### src/rtl/vram_writer.sv
// rtl/vram_writer.sv - VRAM write engine: request FIFO plus linear block fill into the SRAM CPU write port
//
// Ports:
//   clk, rst                  controller clock, asynchronous active-high reset
//   req_valid/req_ready       single-pixel write request handshake
//   req_addr, req_data        request word address and pixel data
//   fill_start                one-cycle pulse that latches a block fill
//   fill_base/count/color     first address, word count and data of the fill
//   fill_busy, fill_done      fill latched/in progress, one-cycle completion pulse
//   mem_addr/mem_din/mem_we   registered SRAM controller write port
//   mem_ready                 controller ready; a write completes on mem_we && mem_ready
//   busy                      any work queued or in flight
module vram_writer #(
  parameter int ADDR_W = 20,
  parameter int DATA_W = 16,
  parameter int DEPTH  = 4
) (
  input  logic              clk,
  input  logic              rst,
  input  logic              req_valid,
  output logic              req_ready,
  input  logic [ADDR_W-1:0] req_addr,
  input  logic [DATA_W-1:0] req_data,
  input  logic              fill_start,
  input  logic [ADDR_W-1:0] fill_base,
  input  logic [ADDR_W-1:0] fill_count,
  input  logic [DATA_W-1:0] fill_color,
  output logic              fill_busy,
  output logic              fill_done,
  output logic [ADDR_W-1:0] mem_addr,
  output logic [DATA_W-1:0] mem_din,
  output logic              mem_we,
  input  logic              mem_ready,
  output logic              busy
);

  localparam int PW = $clog2(DEPTH);
  localparam int CW = PW + 1;

  localparam logic [1:0] S_IDLE = 2'd0;
  localparam logic [1:0] S_WR   = 2'd1;
  localparam logic [1:0] S_FILL = 2'd2;

  logic [1:0]        state;
  logic [ADDR_W-1:0] q_addr [DEPTH];
  logic [DATA_W-1:0] q_data [DEPTH];
  logic [PW-1:0]     wr_ptr;
  logic [PW-1:0]     rd_ptr;
  logic [PW-1:0]     rd_next;
  logic [CW-1:0]     count;
  logic              full;
  logic              empty;
  logic              push;
  logic              pop;

  logic [ADDR_W-1:0] fill_addr;
  logic [ADDR_W-1:0] fill_left;
  logic [DATA_W-1:0] fill_data;

  assign full      = (count == CW'(DEPTH));
  assign empty     = (count == '0);
  assign req_ready = !full && !fill_busy;
  assign push      = req_valid && req_ready;
  // The head entry stays in the FIFO while it is on the bus; it is popped on completion.
  assign pop       = (state == S_WR) && mem_we && mem_ready;
  assign rd_next   = rd_ptr + 1'b1;
  assign busy      = !empty || fill_busy || mem_we;

  always_ff @(posedge clk) begin
    if (push) begin
      q_addr[wr_ptr] <= req_addr;
      q_data[wr_ptr] <= req_data;
    end
  end

  always_ff @(posedge clk or posedge rst) begin
    if (rst) begin
      wr_ptr <= '0;
      rd_ptr <= '0;
      count  <= '0;
    end else begin
      if (push) wr_ptr <= wr_ptr + 1'b1;
      if (pop)  rd_ptr <= rd_next;
      if (push && !pop)      count <= count + 1'b1;
      else if (pop && !push) count <= count - 1'b1;
    end
  end

  always_ff @(posedge clk or posedge rst) begin
    if (rst) begin
      state     <= S_IDLE;
      mem_we    <= 1'b0;
      mem_addr  <= '0;
      mem_din   <= '0;
      fill_busy <= 1'b0;
      fill_done <= 1'b0;
      fill_addr <= '0;
      fill_left <= '0;
      fill_data <= '0;
    end else begin
      fill_done <= 1'b0;

      // A fill is only latched while none is pending, so this never races the clear below.
      if (fill_start && !fill_busy) begin
        fill_busy <= 1'b1;
        fill_addr <= fill_base;
        fill_left <= fill_count;
        fill_data <= fill_color;
      end

      case (state)
        S_IDLE: begin
          if (!empty) begin
            state    <= S_WR;
            mem_we   <= 1'b1;
            mem_addr <= q_addr[rd_ptr];
            mem_din  <= q_data[rd_ptr];
          end else if (fill_busy) begin
            // A zero-length fill enters FILL with mem_we low and completes on the next edge.
            state    <= S_FILL;
            mem_we   <= (fill_left != '0);
            mem_addr <= fill_addr;
            mem_din  <= fill_data;
          end
        end

        S_WR: begin
          if (mem_ready) begin
            if (count > CW'(1)) begin
              mem_addr <= q_addr[rd_next];
              mem_din  <= q_data[rd_next];
            end else if (push) begin
              // The only remaining entry is the one being pushed on this edge.
              mem_addr <= req_addr;
              mem_din  <= req_data;
            end else begin
              mem_we <= 1'b0;
              state  <= S_IDLE;
            end
          end
        end

        S_FILL: begin
          if (!mem_we) begin
            fill_busy <= 1'b0;
            fill_done <= 1'b1;
            state     <= S_IDLE;
          end else if (mem_ready) begin
            if (fill_left == ADDR_W'(1)) begin
              mem_we    <= 1'b0;
              fill_busy <= 1'b0;
              fill_done <= 1'b1;
              state     <= S_IDLE;
            end else begin
              mem_addr  <= mem_addr + 1'b1;  // wraps modulo 2^ADDR_W
              fill_left <= fill_left - 1'b1;
            end
          end
        end

        default: begin
          state  <= S_IDLE;
          mem_we <= 1'b0;
        end
      endcase
    end
  end

endmodule

### config.mk
export PLATFORM = sky130hd
export DESIGN_NAME = vram_writer
export DESIGN_NICKNAME = d
export VERILOG_FILES = /design/src/rtl/vram_writer.sv
export SDC_FILE = /design/constraint.sdc
export NUM_CORES = 1
export LEC_CHECK = 0
export CORE_UTILIZATION = 41
export DETAILED_ROUTE_END_ITERATION = 10
export GPL_ROUTABILITY_DRIVEN = 0
export MAX_ROUTING_LAYER = met4
export SLEW_MARGIN = 10
export SYNTH_ARGS = -nofsm -noshare
export SYNTH_HDL_FRONTEND = slang
export SYNTH_SLANG_ARGS = --single-unit
### constraint.sdc
create_clock -name clk -period 5.76 [get_ports clk]
set_clock_uncertainty 0.15 [all_clocks]
set_input_delay 0.864 -clock clk [delete_from_list [all_inputs] [get_ports clk]]
set_output_delay 0.864 -clock clk [all_outputs]
set_load 0.005 [all_outputs]
-- Word level (Yosys, flattened, before mapping)
Memory sizes are Yosys's and may differ from the RTL's.
Cells that the tools add are included.
- bits in registers: 104
- RAM bits: 144
- bits of input ports: 97
- word-level logic and storage cells: 110
- memories: 2
- $add $sub $neg: 6
- $lt $le $gt $ge: 1
- equality and inequality tests: 14
- mux-type cells: 51
- reduce and logical (&&, ||, !) cells: 24
- memory list (name ; depth ; bits a word ; rd ports ; clocked after Yosys merged registers in ; write ports ; line ; RTL):
    q_addr ; 4 ; 20 ; 2 ; 0 ; 1 ; 45 ; logic [ADDR_W-1:0] q_addr [DEPTH];
    q_data ; 4 ; 16 ; 2 ; 0 ; 1 ; 46 ; logic [DATA_W-1:0] q_data [DEPTH];
- operators with widths (operator ; number):
    $mux 20 ; 13
    $mux 16 ; 5
    $pmux 20 s3 ; 1
    $pmux 16 s2 ; 1
    $add 20x1->20 const B ; 1
    $eq 20x1->1 const B ; 1
    $reduce_bool 20->1 ; 1
    $sub 20x1->20 const B ; 1
    $mux 1 ; 19
    $mux 2 ; 8
    $ne 2x2->1 const B ; 6
    $ne 3x3->1 const B ; 3
    $reduce_and 4->1 ; 2
    $logic_and 1x1->1 ; 7
    $reduce_and 7->1 ; 1
    $mux 3 ; 2
    $pmux 2 s3 ; 1
    $reduce_and 6->1 ; 1
    $logic_not 1->1 ; 5
    $add 2x1->2 const B ; 2
    $reduce_bool 2->1 ; 2
    $add 3x1->3 const B ; 1
    $eq 3x3->1 const B ; 1
    $gt 3x1->1 const B ; 1
    9 further kinds ; 10

-- Logic depth before layout (Yosys ltp)
- word-level depth: 8
- gate-level depth with buffers: 10
- depth with buffers taken out: 7

-- Least setup slack after synthesis
No wires, ideal clock.
- path kind: input -> register
- start point: input port req_valid
- end point: memory q_addr[0][0], enable pin
- arrival: 2.366 ns
- required time: 5.213 ns
- path slack: 2.848 ns
- stages on the path: 3
- path buffers: 0
- cells stage by stage: nor2b_1 > a21boi_1 > and2_1
- longest elaborated chain between the ends: 3
- ends and longest elaborated chain (element ; line ; RTL):
    start, declared ; 20 ; input logic req_valid,
    $logic_and 1x1->1 ; 63 ; assign push = req_valid && req_ready;
    net push ; 53 ; logic push;
    $mux 1 ; 70 ; if (push) begin
    $mux 1 (not written as such) ; 71 ; q_addr[wr_ptr] <= req_addr;
    end, declared ; 45 ;
The timed path passes the listed nets, and every way through them passes these cells.

-- Worst setup path after layout
- start point: register state[0]
- end point: register mem_addr[10]
- longest elaborated chain between the ends: 3
- elaborated cells between the ends (all ways): 12
- those cells by class: eq/ne (8); mux (1); reduce/logical (3)
- ends and longest elaborated chain (element ; line ; RTL):
    start, declared ; 44 ; logic [1:0] state;
    start signal, assigned ; 91 ; state <= S_IDLE;
    start signal, assigned ; 114 ; state <= S_WR;
    start signal, assigned ; 120 ; state <= S_FILL;
    $eq 2x1->1 (tied with other cells) ; 111 ; case (state)
    $ne 3x2->1 (no line) (tied with other cells) ; n/a ;
    $reduce_and 7->1 (no line) ; n/a ;
    end signal, assigned ; 116 ; mem_addr <= q_addr[rd_ptr];
    end signal, assigned ; 122 ; mem_addr <= fill_addr;
    end signal, assigned ; 130 ; mem_addr <= q_addr[rd_next];
    end, declared ; 30 ; output logic [ADDR_W-1:0] mem_addr,
Parallel ways exist; a longest one is shown, timed or not.
A chain may end at the register's enable or synchronous reset.

==> results.sh <==
export IMPL_dpl_worst_slack_ps=2020
export IMPL_dominantRegCellSynth="edfxtp_1"
export IMPL_hold_path_end="fill_addr[12]"
export IMPL_hold_viol_final=0
export IMPL_rr_worst_depth=8
export IMPL_cts_max_level=1
export IMPL_die_area_um2=31400
export IMPL_fin_ws_ps=2180
export IMPL_critPathRequiredTime_ps=5990
export IMPL_crit_arrival_ps=3810
export IMPL_core_area_um2=29900
export IMPL_critPathMaxFanout=24
export IMPL_clk_latency_ps=550
export IMPL_io_pins=138
export IMPL_grt_max_degree=68
export IMPL_tns_ps=0
export IMPL_via_count=8895
export IMPL_cts_hold_buf=0
export IMPL_seq_area_um2=6930
export IMPL_setup_violations=0
export IMPL_io_buffers=137
export IMPL_root_buffer="clkbuf_16"
export IMPL_final_min_clock_period_ps=3580
export IMPL_status="completed"
export IMPL_grt_setup_unrepaired="no"
export IMPL_async_flop_share=0.419
export IMPL_cts_made_buffers=28
export IMPL_drv_cap=0
export IMPL_drtIter0Drc=728
export IMPL_ant_nets=0
export IMPL_wl_per_cell_um=21.7
export IMPL_synth_edf_count=144
export IMPL_drive_above_1_share=0.166
export IMPL_power_leakage_uw=0.00568
export IMPL_multi_input_area_um2=5320
export IMPL_postCtsSetupBuffers=0
export IMPL_die_w_um=177
export IMPL_fp_row_count=63
export IMPL_hold_path_depth=2
export IMPL_fin_area_um2=15300
export IMPL_drc=0
export IMPL_cts_num_sinks=248
export IMPL_start_util=0.421
export IMPL_r2r_start="state[0]"
export IMPL_syn_to_final_growth_pct=21.8
export IMPL_syn_area_um2=12600
export IMPL_synth_cell_types=67
export IMPL_ir_drop_v=0.000307
export IMPL_slew_headroom=0.318
export IMPL_tritoncts="built"
export IMPL_ys_ff_latch=248
export IMPL_grt_ovfl_total=0
export IMPL_wl_um=33200
export IMPL_dr_pass1_iters=8
export IMPL_grt_usage=0.223
export IMPL_min_from="fill_addr[12]"
export IMPL_cts_reportedPaths_clkPinSlew_ps=60
export IMPL_post_cts_resized=0
export IMPL_start_kind="flop"
export IMPL_nets=1232
export IMPL_holdCritPathClass="reg -> reg"
export IMPL_p_per_area_nw_per_um2=537
export IMPL_ctsLongestPathBuffers=3
export IMPL_antenna_found_initial=0
export IMPL_fillers=2582
export IMPL_diodes=0
export IMPL_cp_end_kind="flop"
export IMPL_rrSetupSlack_ps=2180
export IMPL_r2r_end="mem_addr[10]"
export IMPL_synth_avg_cell_area_um2=12.6
export IMPL_grt_pass1_vias=8917
export IMPL_fmax_mhz=279
export IMPL_synthCells=1001
export IMPL_seq_area_frac_synth=0.551
export IMPL_ys_warn_count=0
export IMPL_dpl_instance_area_um2=14300
export IMPL_die_h_um=177
export IMPL_synth_fp_nets=1113
export IMPL_drv_slew=0
export IMPL_grt_pass1_wl_um=51800
export IMPL_via_per_inst=5.81
export IMPL_max_slew_worst_pin_slew_ps=1020
export IMPL_path_class="reg -> reg"
export IMPL_hpwl_um=21500
export IMPL_fin_crit_sh=0.621
-- worst max-delay path: stages (launching register included) --
cell and delay (ps):
dfrtp_1 380, inv_1 90, ha_1 760, inv_1 470, o21ai_0 260, nor3b_2 260, buf_4 310, or2_1 560
o21ai_0 190
-- synthesized netlist by cell type, drive strengths merged (5+ instances only) --
cell type | number | area [µm²]
nor2 | 30 | 115
xnor2 | 7 | 61.3
inv | 19 | 71.3
a31oi | 18 | 113
o21a | 6 | 45.0
nor3 | 21 | 105
ha | 15 | 188
a221oi | 8 | 70.1
nor3b | 6 | 50.1
mux2 | 34 | 387
mux4 | 72 | 1620
a211oi | 11 | 82.6
buf | 30 | 156
dfrtp | 104 | 2600
nand2 | 219 | 822
edfxtp | 144 | 4320
nand4 | 7 | 43.8
nand3 | 23 | 115
clkbuf | 35 | 133
or3 | 5 | 31.3
and2 | 6 | 37.5
o31ai | 19 | 143
and3 | 28 | 175
a221o | 11 | 110
o221a | 5 | 56.3
o21ai | 17 | 85.1
a21oi | 11 | 55.1
mux2i | 27 | 270
nor4 | 12 | 96.3
-- routing by layer --
metal | vias up | track usage | part of all wire
li1 | 4057 | - | -
met1 | 4476 | 0.307 | 0.44
met2 | 322 | 0.345 | 0.47
met3 | 40 | 0.0337 | 0.072
met4 | 0 | 0.0546 | 0.020
met5 | - | - | 0
-- how the worst max path moves through the flow --
stage                         start           end  slack, ps  depth (start not counted)
after detailed placement  req_valid  q_addr[3][7]       2020                          5
after floorplan                 rst      count[0]       2010                          1
after global routing       state[0]  mem_addr[10]       1880                          8
final                      state[0]  mem_addr[10]       2180                          8
after global placement    req_valid  q_addr[3][7]       2040                          5
after CTS                  state[0]  mem_addr[10]       2210                          8
-- report_power, final --
part / switching (µW) / leakage (µW) / internal, µW / total (µW)
sequential: 561 / 0.00256 / 2290 / 2850
combinational: 1710 / 0.00263 / 1740 / 3450
clock: 728 / 0.000487 / 1210 / 1940
-- registers in the layout, indices dropped and copies added, names as in the netlist, 2 cells and up --
signal and flops:
q_addr 80, mem_addr 20, wr_ptr 2, mem_din 16, fill_addr 20, fill_left 20, state 2, q_data 64
rd_ptr 2, fill_data 16, count 3
-- layout make-up --
type / instances / area share
flip-flops and latches: 248 / 0.453
clock inverters: 18 / 0.0185
clock buffers: 34 / 0.0472
well taps: 390 / 0.0318
repair buffers: 154 / 0.0978
multi-input cells: 669 / 0.347
inverters: 19 / 0.00482
-- cell families after synthesis --
family                     after synthesis  synth area share
muxes                                  133             0.181
and+or+nand+nor                        373             0.135
AOI/OAI and AO/OA                      137            0.0819
DFF                                    248             0.551
buffers and inverters                   84            0.0286
adders and majority gates               15            0.0149
xor gates and xnor gates                11           0.00766
-- through the flow --
stage	total power, µW	cells	utilization	hold WS [ps]
after global placement	6260	1480	0.479	308
after CTS	8270	1532	0.513	327
after floorplan	5180	1001	-	288
after detailed placement	6310	1480	0.479	314
after global routing	8730	1532	0.513	361
final	8230	1532	0.513	320
-- cells in the final DEF (no fill, tap or decap), types with 8 or more instances in the layout --
| master | Yosys | final |
|---|---|---|
| dfrtp_1 | 104 | 102 |
| buf_4 | 3 | 17 |
| a31oi_1 | 18 | 18 |
| a221o_1 | 11 | 11 |
| ha_1 | 15 | 15 |
| nand2_1 | 219 | 219 |
| nor4_1 | 10 | 10 |
| edfxtp_1 | 144 | 144 |
| nor3_1 | 21 | 21 |
| a221oi_1 | 8 | 8 |
| nand3_1 | 23 | 23 |
| nor2_1 | 29 | 29 |
| mux4_2 | 72 | 72 |
| a21oi_1 | 11 | 11 |
| o31ai_1 | 19 | 19 |
| clkdlybuf4s50_1 | 0 | 137 |
| and3_1 | 28 | 28 |
| o21ai_0 | 16 | 16 |
| mux2_2 | 33 | 33 |
| inv_1 | 19 | 18 |
| a211oi_1 | 11 | 11 |
| clkbuf_16 | 0 | 28 |
| mux2i_1 | 27 | 27 |
Note: power is estimated with default switching activity, not from simulation.
